File: config.mk
export PLATFORM = sky130hd
export DESIGN_NAME = lfsr_gen
export DESIGN_NICKNAME = d
export VERILOG_FILES = /design/src/rtl/lfsr_gen.sv
export SDC_FILE = /design/constraint.sdc
export NUM_CORES = 1
export LEC_CHECK = 0
export ABC_AREA = 1
export CAP_MARGIN = 20
export CORE_ASPECT_RATIO = 1.2
export CORE_MARGIN = 1
export CORE_UTILIZATION = 50
export DETAILED_ROUTE_END_ITERATION = 8
export HOLD_SLACK_MARGIN = 0.15
export PLACE_DENSITY = 0.77
export SYNTH_ARGS = -nofsm -noshare
export SYNTH_HDL_FRONTEND = slang
export SYNTH_SLANG_ARGS = --single-unit
File: constraint.sdc
create_clock -name clock -period 6.08 [get_ports clock]
set_input_delay 1.824 -clock clock [delete_from_list [all_inputs] [get_ports clock]]
set_output_delay 1.824 -clock clock [all_outputs]
set_load 0.1 [all_outputs]
File: src/rtl/lfsr_gen.sv
// -----------------------------------------------------------------------------
// lfsr_gen
//
// Parametrised pseudo-random sequence generator (LFSR) used for BIST pattern
// generation and scrambler seeding. Supports Galois (right-shift) and
// Fibonacci forms, several shifts per enabled cycle, seed loading, recovery
// from the all-zero lock-up state, and measurement of the sequence period.
//
// Parameters
//   WIDTH        state width in bits (3..32)
//   TAPS         feedback mask, Galois right-shift form (WIDTH bits)
//   MODE         0 = Galois, 1 = Fibonacci
//   STEPS        single shifts applied per enabled cycle (1..WIDTH)
//   DEFAULT_SEED reset / recovery state, must be non-zero
//
// Ports
//   clock     in   rising-edge clock
//   reset     in   asynchronous, active-high reset
//   enable    in   advance the state by STEPS shifts this cycle
//   load      in   load seed this cycle (wins over enable)
//   seed      in   value captured on load
//   lfsr_out  out  current LFSR state (registered)
//   lockup    out  one-cycle pulse: zero state / zero seed replaced by default
//   wrap      out  one-cycle pulse: sequence returned to the reference value
//   step_cnt  out  single shifts since the last load or wrap (registered)
//   period    out  step count captured at the last wrap; 0 until first wrap
// -----------------------------------------------------------------------------
module lfsr_gen #(
   parameter int               WIDTH        = 16,
   parameter logic [WIDTH-1:0] TAPS         = 16'hB400,
   parameter int               MODE         = 0,
   parameter int               STEPS        = 1,
   parameter logic [WIDTH-1:0] DEFAULT_SEED = 16'hACE1
) (
   input  logic             clock,
   input  logic             reset,
   input  logic             enable,
   input  logic             load,
   input  logic [WIDTH-1:0] seed,
   output logic [WIDTH-1:0] lfsr_out,
   output logic             lockup,
   output logic             wrap,
   output logic [WIDTH-1:0] step_cnt,
   output logic [WIDTH-1:0] period
);

   // Elaboration-time parameter sanity checks.
   generate
      if (WIDTH < 3 || WIDTH > 32) begin : g_bad_width
         $error("lfsr_gen: WIDTH must be in 3..32");
      end
      if (STEPS < 1 || STEPS > WIDTH) begin : g_bad_steps
         $error("lfsr_gen: STEPS must be in 1..WIDTH");
      end
      if (MODE != 0 && MODE != 1) begin : g_bad_mode
         $error("lfsr_gen: MODE must be 0 or 1");
      end
      if (DEFAULT_SEED == '0) begin : g_bad_seed
         $error("lfsr_gen: DEFAULT_SEED must be non-zero");
      end
   endgenerate

   // Mirror of a vector: bit i takes bit WIDTH-1-i.
   function automatic logic [WIDTH-1:0] bit_reverse(input logic [WIDTH-1:0] v);
      logic [WIDTH-1:0] r;
      r = '0;
      for (int i = 0; i < WIDTH; i++) begin
         r[i] = v[WIDTH-1-i];
      end
      return r;
   endfunction

   // The Galois mask describes the polynomial from the shift-out end, so the
   // Fibonacci form taps the mirrored positions to realise the same polynomial.
   localparam logic [WIDTH-1:0] FIB_MASK = bit_reverse(TAPS);
   localparam logic [WIDTH-1:0] STEP_INC = WIDTH'(STEPS);

   // One single shift of the register in the selected form.
   function automatic logic [WIDTH-1:0] shift_once(input logic [WIDTH-1:0] s);
      logic [WIDTH-1:0] r;
      if (MODE == 0) begin
         r = (s >> 1) ^ (s[0] ? TAPS : '0);
      end else begin
         r = {^(s & FIB_MASK), s[WIDTH-1:1]};
      end
      return r;
   endfunction

   logic [WIDTH-1:0] lfsr_q,   lfsr_d;
   logic [WIDTH-1:0] ref_q,    ref_d;
   logic [WIDTH-1:0] cnt_q,    cnt_d;
   logic [WIDTH-1:0] period_q, period_d;
   logic             lockup_q, lockup_d;
   logic             wrap_q,   wrap_d;

   logic [WIDTH-1:0] adv_state;
   logic             hit;
   logic [WIDTH-1:0] hit_k;

   // Unrolled multi-step advance. Every intermediate value is compared with
   // the reference so a wrap landing mid-cycle is still detected, and the
   // first matching shift index is kept for the period calculation.
   always_comb begin
      logic [WIDTH-1:0] s;
      s     = lfsr_q;
      hit   = 1'b0;
      hit_k = '0;
      for (int k = 1; k <= STEPS; k++) begin
         s = shift_once(s);
         if (!hit && (s == ref_q)) begin
            hit   = 1'b1;
            hit_k = WIDTH'(k);
         end
      end
      adv_state = s;
   end

   // Next-state selection in priority order: load, zero-state recovery,
   // advance, hold. Pulses default low so they last exactly one cycle.
   always_comb begin
      lfsr_d   = lfsr_q;
      ref_d    = ref_q;
      cnt_d    = cnt_q;
      period_d = period_q;
      lockup_d = 1'b0;
      wrap_d   = 1'b0;
      if (load) begin
         if (seed != '0) begin
            lfsr_d = seed;
            ref_d  = seed;
         end else begin
            lfsr_d   = DEFAULT_SEED;
            ref_d    = DEFAULT_SEED;
            lockup_d = 1'b1;
         end
         cnt_d = '0;
      end else if (enable) begin
         if (lfsr_q == '0) begin
            // All-zero state is a fixed point of the shift; restart cleanly.
            lfsr_d   = DEFAULT_SEED;
            ref_d    = DEFAULT_SEED;
            cnt_d    = '0;
            lockup_d = 1'b1;
         end else begin
            lfsr_d = adv_state;
            if (hit) begin
               wrap_d   = 1'b1;
               period_d = cnt_q + hit_k;
               cnt_d    = '0;
            end else begin
               // Free-running count wraps silently for non-primitive masks.
               cnt_d = cnt_q + STEP_INC;
            end
         end
      end
   end

   always_ff @(posedge clock or posedge reset) begin
      if (reset) begin
         lfsr_q   <= DEFAULT_SEED;
         ref_q    <= DEFAULT_SEED;
         cnt_q    <= '0;
         period_q <= '0;
         lockup_q <= 1'b0;
         wrap_q   <= 1'b0;
      end else begin
         lfsr_q   <= lfsr_d;
         ref_q    <= ref_d;
         cnt_q    <= cnt_d;
         period_q <= period_d;
         lockup_q <= lockup_d;
         wrap_q   <= wrap_d;
      end
   end

   assign lfsr_out = lfsr_q;
   assign step_cnt = cnt_q;
   assign period   = period_q;
   assign lockup   = lockup_q;
   assign wrap     = wrap_q;

endmodule

==> results_dict.tcl, run 1 <==
set metrics [dict create \
    status "completed" \
    first_pass_iters 4 \
    io_pins 70 \
    worstPathArrival_ns 2.25 \
    ant_nets 0 \
    min_path_type "reg2reg" \
    pre_cts_slack_ns 1.615 \
    p_leak_uw 0.002245 \
    rsz0062_at_grt "no" \
    syn_area_per_cell_sq_um 7.805 \
    setup_tns_ns 0 \
    drv_cap 0 \
    core_area_sq_um 7317 \
    nets 582 \
    netlist_top_cells_count "nand2_1 (138), nor2_1 (65), inv_1 (60), dfrtp_1 (50), xor2_1 (27)" \
    grt_usage_pct 24.16 \
    ff2ff_path_depth 17 \
    critPathRequiredTime_ns 4.26 \
    num_antenna_cells 0 \
    postRouteWirelength_um 8727 \
    drc_errors 0 \
    antenna_found_initial 0 \
    worst_path_largest_cell_delay_ns 1.19 \
    gp_congestion 0.8415 \
    grt_pass1_wl_um 14800 \
    synth_most_common_cell "nand2_1" \
    end_kind "primary output" \
    slowest_stage "clkdlybuf4s50_1" \
    critPathLaunch "lfsr_out[0]" \
    yosys_warnings 0 \
    cp.buffers_inverters 1 \
    vdd_drop_max_uv 164.9 \
    postCtsSetupBuffers 0 \
    routed_via_density 5.119 \
    cp_cell_sequence "clkdlybuf4s50_1" \
    hold_viol_final 0 \
    die_w_um 81.67 \
    max_slew.worst_pin.slew_ns 0.9829 \
    seq_area_sq_um 1672 \
    path_max_fanout 11 \
    drive_gt1_share_pct 12.43 \
    multi_input_area_sq_um 1822 \
    area_growth_pct 24.87 \
    wl_per_cell_um 13.36 \
    dieArea_sq_um 7971 \
    fmax_ghz 0.2457 \
    synth.top_cell.area_share_pct 32.85 \
    period_needed_ns 4.070 \
    crit_type "reg2out" \
    clkLatencyLatePin_ns 0.35 \
    fin_util_pct 65.00 \
    clockBufferDepth 2 \
    fin_skew_ns 0.01114 \
    synth_seq_area_share_pct 43.89 \
    ys_types 34 \
    clock_sinks 66 \
    async_reset_ff_share_pct 100.0 \
    r2r-start "lfsr_out[0]" \
    critPathTopFamily "buffers and inverters" \
    drv_slew 0 \
    syn_area_sq_um 3809 \
    grt_max_degree 49 \
    drt-initial-drc-count 190 \
    clock-root-buffer "clkbuf_8" \
    synth_edf_count 0 \
    r2r-end "period[8]" \
    synth.net_count 512 \
    cp-start-kind "register" \
    cts_tree "built" \
    postSynthCellCount 488 \
    hp-start "period[14]" \
    port_buffers 69 \
    dpl.hpwl_um 6301 \
    finalCritPeriodShare_pct 66.94 \
    post_cts_resized 0 \
    die_h_um 97.61 \
    nFillCells 648 \
    cts_hold_buf 0 \
    relSlewSlack_pct 34.27 \
    finalSetupViolations 0 \
    finalWorstSetupSlack_ns 2.010 \
    numCtsBuffers 9 \
    cts_max_level 3 \
    grt_pass1_vias 3221 \
    synth_top_flop_cell "dfrtp_1" \
    ys_seq_elements 66 \
    synthTopCellsByArea "dfrtp_1 (33%), nand2_1 (14%), dfstp_2 (11%)" \
    worstSetupEndpoint "lfsr_out[0]" \
    grt_overflow 0 \
    cts.clk_slew.worst_paths_ns 0.07 \
    cellPowerDensity_nw_per_um2 236.8 \
    initial_core_util_pct 52.05 \
    row_count 34 \
    vias 3343 \
    critical_path_cell_count 1 \
    reg2reg_slack_ns 2.97 \
    synth_top_cell_by_area "dfrtp_1" \
]
==> worst min-delay path by stage <==
| stage | end | depth (start not counted) |
|---|---|---|
| 6_report | period[14] | 2 |
| 5_1_grt | period[13] | 2 |
| 4_1_cts | period[14] | 2 |
| 3_5_place_dp | period[14] | 2 |
| 3_3_place_gp | period[6] | 2 |
| 2_1_floorplan | ref_q[1] | 2 |
==> power breakdown <==
part | internal [uW] | switching [uW] | leakage (uW)
sequential | 475 | 32.6 | 0.000797
clock | 181 | 165 | 0.0000965
combinational | 76.4 | 197 | 0.00135
total | 732 | 395 | 0.00224
==> cells by family (layout without fill, tap and decap cells) <==
kind of cell,Yosys count,after routing,synth area share [%]
flip-flops,66,66,43.89
XOR/XNOR,29,29,6.669
adder cells (fa/ha/maj),4,4,1.314
AO/OA/AOI/OAI,50,50,8.574
AND/OR/NAND/NOR,264,264,31.27
buffers and inverters,75,150,8.279
==> cell type report <==
| class | instances | area share (%) |
|---|---|---|
| Inverter | 63 | 5.078 |
| Timing Repair Buffer | 71 | 15.26 |
| Multi-Input combinational cell | 347 | 38.31 |
| Clock inverter | 2 | 0.2105 |
| Clock buffer | 14 | 3.631 |
| Sequential cell | 66 | 35.15 |
| Tap cell | 90 | 2.368 |
==> worst register-to-register path: stages, from the launching register on <==
cell and delay, ns:
dfstp_2 0.71, nand2_1 0.13, nand2_2 0.10, nand2_1 0.06
nand2_2 0.07, nand3_4 0.09, nor2_8 0.18, nand2_2 0.19
inv_1 0.13, ha_1 0.17, ha_1 0.18, inv_1 0.05
nor2_1 0.39, nand3_1 0.15, xor2_1 0.15, nand4_1 0.10
nand2_1 0.09, inv_1 0.04
==> per-stage QoR <==
stage / hold slack [ns] / std cells / power [uW] / cell area (sq um)
2_1_floorplan: 0.4610 / 488 / 714.9 / 3809
3_3_place_gp: 0.4642 / 636 / 779.7 / 4546
3_5_place_dp: 0.4686 / 636 / 785.4 / 4546
4_1_cts: 0.4867 / 652 / 1132 / 4728
5_1_grt: 0.5170 / 653 / 1175 / 4756
6_report: 0.4814 / 653 / 1126 / 4756
==> routing by layer <==
layer	up-vias	part of all wire (%)	global-route usage (%)
met3	18	4.9	4.883
met2	102	50	40.71
met1	1554	43	29.60
li1	1669	-	-
met4	0	2.2	9.447
met5	-	0	0
==> registers in the layout, indices dropped and copies added (netlist names) <==
signal / cells
period: 16
wrap: 1
ref_q: 16
lockup: 1
lfsr_out: 16
step_cnt: 16
==> cells in the final DEF (no fill, tap or decap), types with 3 or more instances in the layout <==
cell / n
nand3_1: 22
nand2_2: 14
nand2_1: 138
o21ai_0: 14
nor2_2: 3
dfstp_2: 16
o221ai_1: 5
dfrtp_1: 50
clkdlybuf4s50_1: 69
inv_1: 59
clkbuf_8: 12
ha_1: 4
nand2_4: 3
nand4_1: 10
inv_2: 3
nor2_1: 65
xor2_1: 27
a21oi_1: 7
o21ai_2: 7
o21bai_1: 7
nand3_4: 3
o22ai_1: 6
(Power assumes the default switching activity.)
==> run 2: changes to the inputs <==
--- a/config.mk
+++ b/config.mk
@@ -9,7 +9,7 @@
 export CAP_MARGIN = 20
 export CORE_ASPECT_RATIO = 1.2
 export CORE_MARGIN = 1
-export CORE_UTILIZATION = 50
+export CORE_UTILIZATION = 48
 export DETAILED_ROUTE_END_ITERATION = 8
 export HOLD_SLACK_MARGIN = 0.15
 export PLACE_DENSITY = 0.77
==> constraint.sdc (replaced) <==
create_clock -name clock -period 3.32 [get_ports clock]
set_input_delay 0.996 -clock clock [delete_from_list [all_inputs] [get_ports clock]]
set_output_delay 0.996 -clock clock [all_outputs]
set_load 0.1 [all_outputs]
==> results_dict.tcl, run 2 (same netlist as run 1, synthesis figures left out) <==
set metrics [dict create \
    p_leak_uw 0.002347 \
    dieArea_sq_um 8297 \
    cts.clk_slew.worst_paths_ns 0.07 \
    worstPathArrival_ns 3.27 \
    postRouteWirelength_um 9107 \
    vias 3386 \
    area_growth_pct 23.65 \
    port_buffers 69 \
    row_count 35 \
    grt_usage_pct 23.30 \
    clock_sinks 66 \
    die_h_um 99.58 \
    cts_hold_buf 0 \
    rsz0062_at_grt "no" \
    relSlewSlack_pct 67.89 \
    hold_viol_final 0 \
    nets 586 \
    postCtsSetupBuffers 0 \
    whs_ns 0.4868 \
    grt_max_degree 67 \
    wl_per_cell_um 13.82 \
    drc_errors 0 \
    period_needed_ns 2.975 \
    end_kind "register" \
    cts_tree "built" \
    cts_max_level 3 \
    setup_tns_ns 0 \
    numCtsBuffers 9 \
    first_pass_iters 4 \
    clockBufferDepth 2 \
    grt_pass1_wl_um 15260 \
    clkLatencyLatePin_ns 0.35 \
    io_pins 70 \
    num_antenna_cells 0 \
    fin_skew_ns 0.006162 \
    finalSetupViolations 0 \
    cp-start-kind "register" \
    crit_type "reg2reg" \
    path_max_fanout 11 \
    post_cts_resized 0 \
    grt_pass1_vias 3278 \
    finalCritPeriodShare_pct 89.60 \
    met1_usage_pct 28.73 \
    top_usage_layer "met2" \
    max_slew.worst_pin.slew_ns 0.4802 \
    dpl.hpwl_um 6576 \
    initial_core_util_pct 49.70 \
    seq_area_sq_um 1672 \
    ant_nets 0 \
    min_path_type "reg2reg" \
    mostFrequentLayoutCell "nand2_1" \
    antenna_found_initial 0 \
    pre_cts_slack_ns 0.2908 \
    drt-initial-drc-count 222 \
    routed_via_density 5.138 \
    critPathRequiredTime_ns 3.62 \
    drive_gt1_share_pct 22.05 \
    drv_slew 0 \
    multi_input_area_sq_um 1824 \
    finalWorstSetupSlack_ns 0.3451 \
    nFillCells 690 \
    vdd_drop_max_uv 304.9 \
    grt_overflow 0 \
    drv_cap 0 \
    status "completed" \
    cellPowerDensity_nw_per_um2 475.4 \
    clock-root-buffer "clkbuf_8" \
    gp_congestion 0.8916 \
    fin_util_pct 61.45 \
    fmax_ghz 0.3361 \
    layout_common_cells "nand2_1 (138), nor2_1 (64), inv_1 (59), buf_4 (55), dfrtp_1 (50)" \
    grtUsageMet2_pct 39.22 \
    core_area_sq_um 7664 \
    die_w_um 83.32 \
    use_met3_pct 4.315 \
]
run 2: cell types whose count changed in the layout (fill, tap and decap cells not counted), moves of 3 or more:
cell / delta
bufinv_16: +3
clkbuf_8: -3
clkdlybuf4s50_1: -50
buf_4: +54
run 2: worst max-delay path, stage by stage, from the launching register on:
cell	delay, ns
dfstp_2	0.67
nand2_1	0.12
nand2_2	0.09
nand2_1	0.06
nand2_2	0.07
nand3_4	0.08
nor2_8	0.18
nand2_2	0.17
inv_1	0.12
ha_1	0.17
ha_1	0.18
inv_1	0.06
nor2_2	0.27
nand2_1	0.15
o21ai_0	0.23
nand2_1	0.09
nand4_1	0.09
nand2_1	0.06
inv_1	0.04
run 2: area by class of cell:
| cell class | count | area share, % |
|---|---|---|
| Clock buffer | 11 | 2.790 |
| Clock inverter | 5 | 2.179 |
| Inverter | 63 | 5.128 |
| Multi-Input combinational cell | 347 | 38.74 |
| Sequential cell | 66 | 35.49 |
| Tap cell | 92 | 2.444 |
| Timing Repair Buffer | 75 | 13.23 |
run 2: where the power goes:
group	switching [uW]	leakage (uW)	internal, uW
Sequential	56.5	0.000797	869
Combinational	363	0.00144	133
Clock	319	0.000114	498
run 2: path summary, 6_finish.rpt:
path,startpoint,endpoint,slack [ns],cells past startpoint
setup / recovery,lfsr_out[0],period[10],0.35,18
hold / removal,period[6],period[6],0.49,2
setup reg to reg,lfsr_out[0],period[10],0.35,18
hold reg to reg,period[6],period[6],0.49,2
max in group asynchronous,reset,lfsr_out[7],1.95,3
min in group asynchronous,reset,step_cnt[0],1.00,3
run 2: per-layer routing:
layer / wire, um / vias up
li1: - / 1674
met1: 3894 / 1571
met2: 4439 / 116
met3: 523 / 25
met4: 249 / 0
met5: 0 / -
run 2: stage by stage:
step / cell area (sq um) / total power (uW) / cells
after global routing: 4710 / 2328 / 659
final: 4710 / 2239 / 659
after CTS: 4707 / 2256 / 659
after floorplan: 3809 / 1309 / 488
after detailed placement: 4473 / 1437 / 643
after global placement: 4473 / 1428 / 643
==> run 3: changes to the inputs <==
--- a/config.mk
+++ b/config.mk
@@ -16,3 +16,4 @@
 export SYNTH_ARGS = -nofsm -noshare
 export SYNTH_HDL_FRONTEND = slang
 export SYNTH_SLANG_ARGS = --single-unit
+export TNS_END_PERCENT = 1
==> results of run 3 <==
The final DEF is identical to that of run 2; final timing and power are the same.
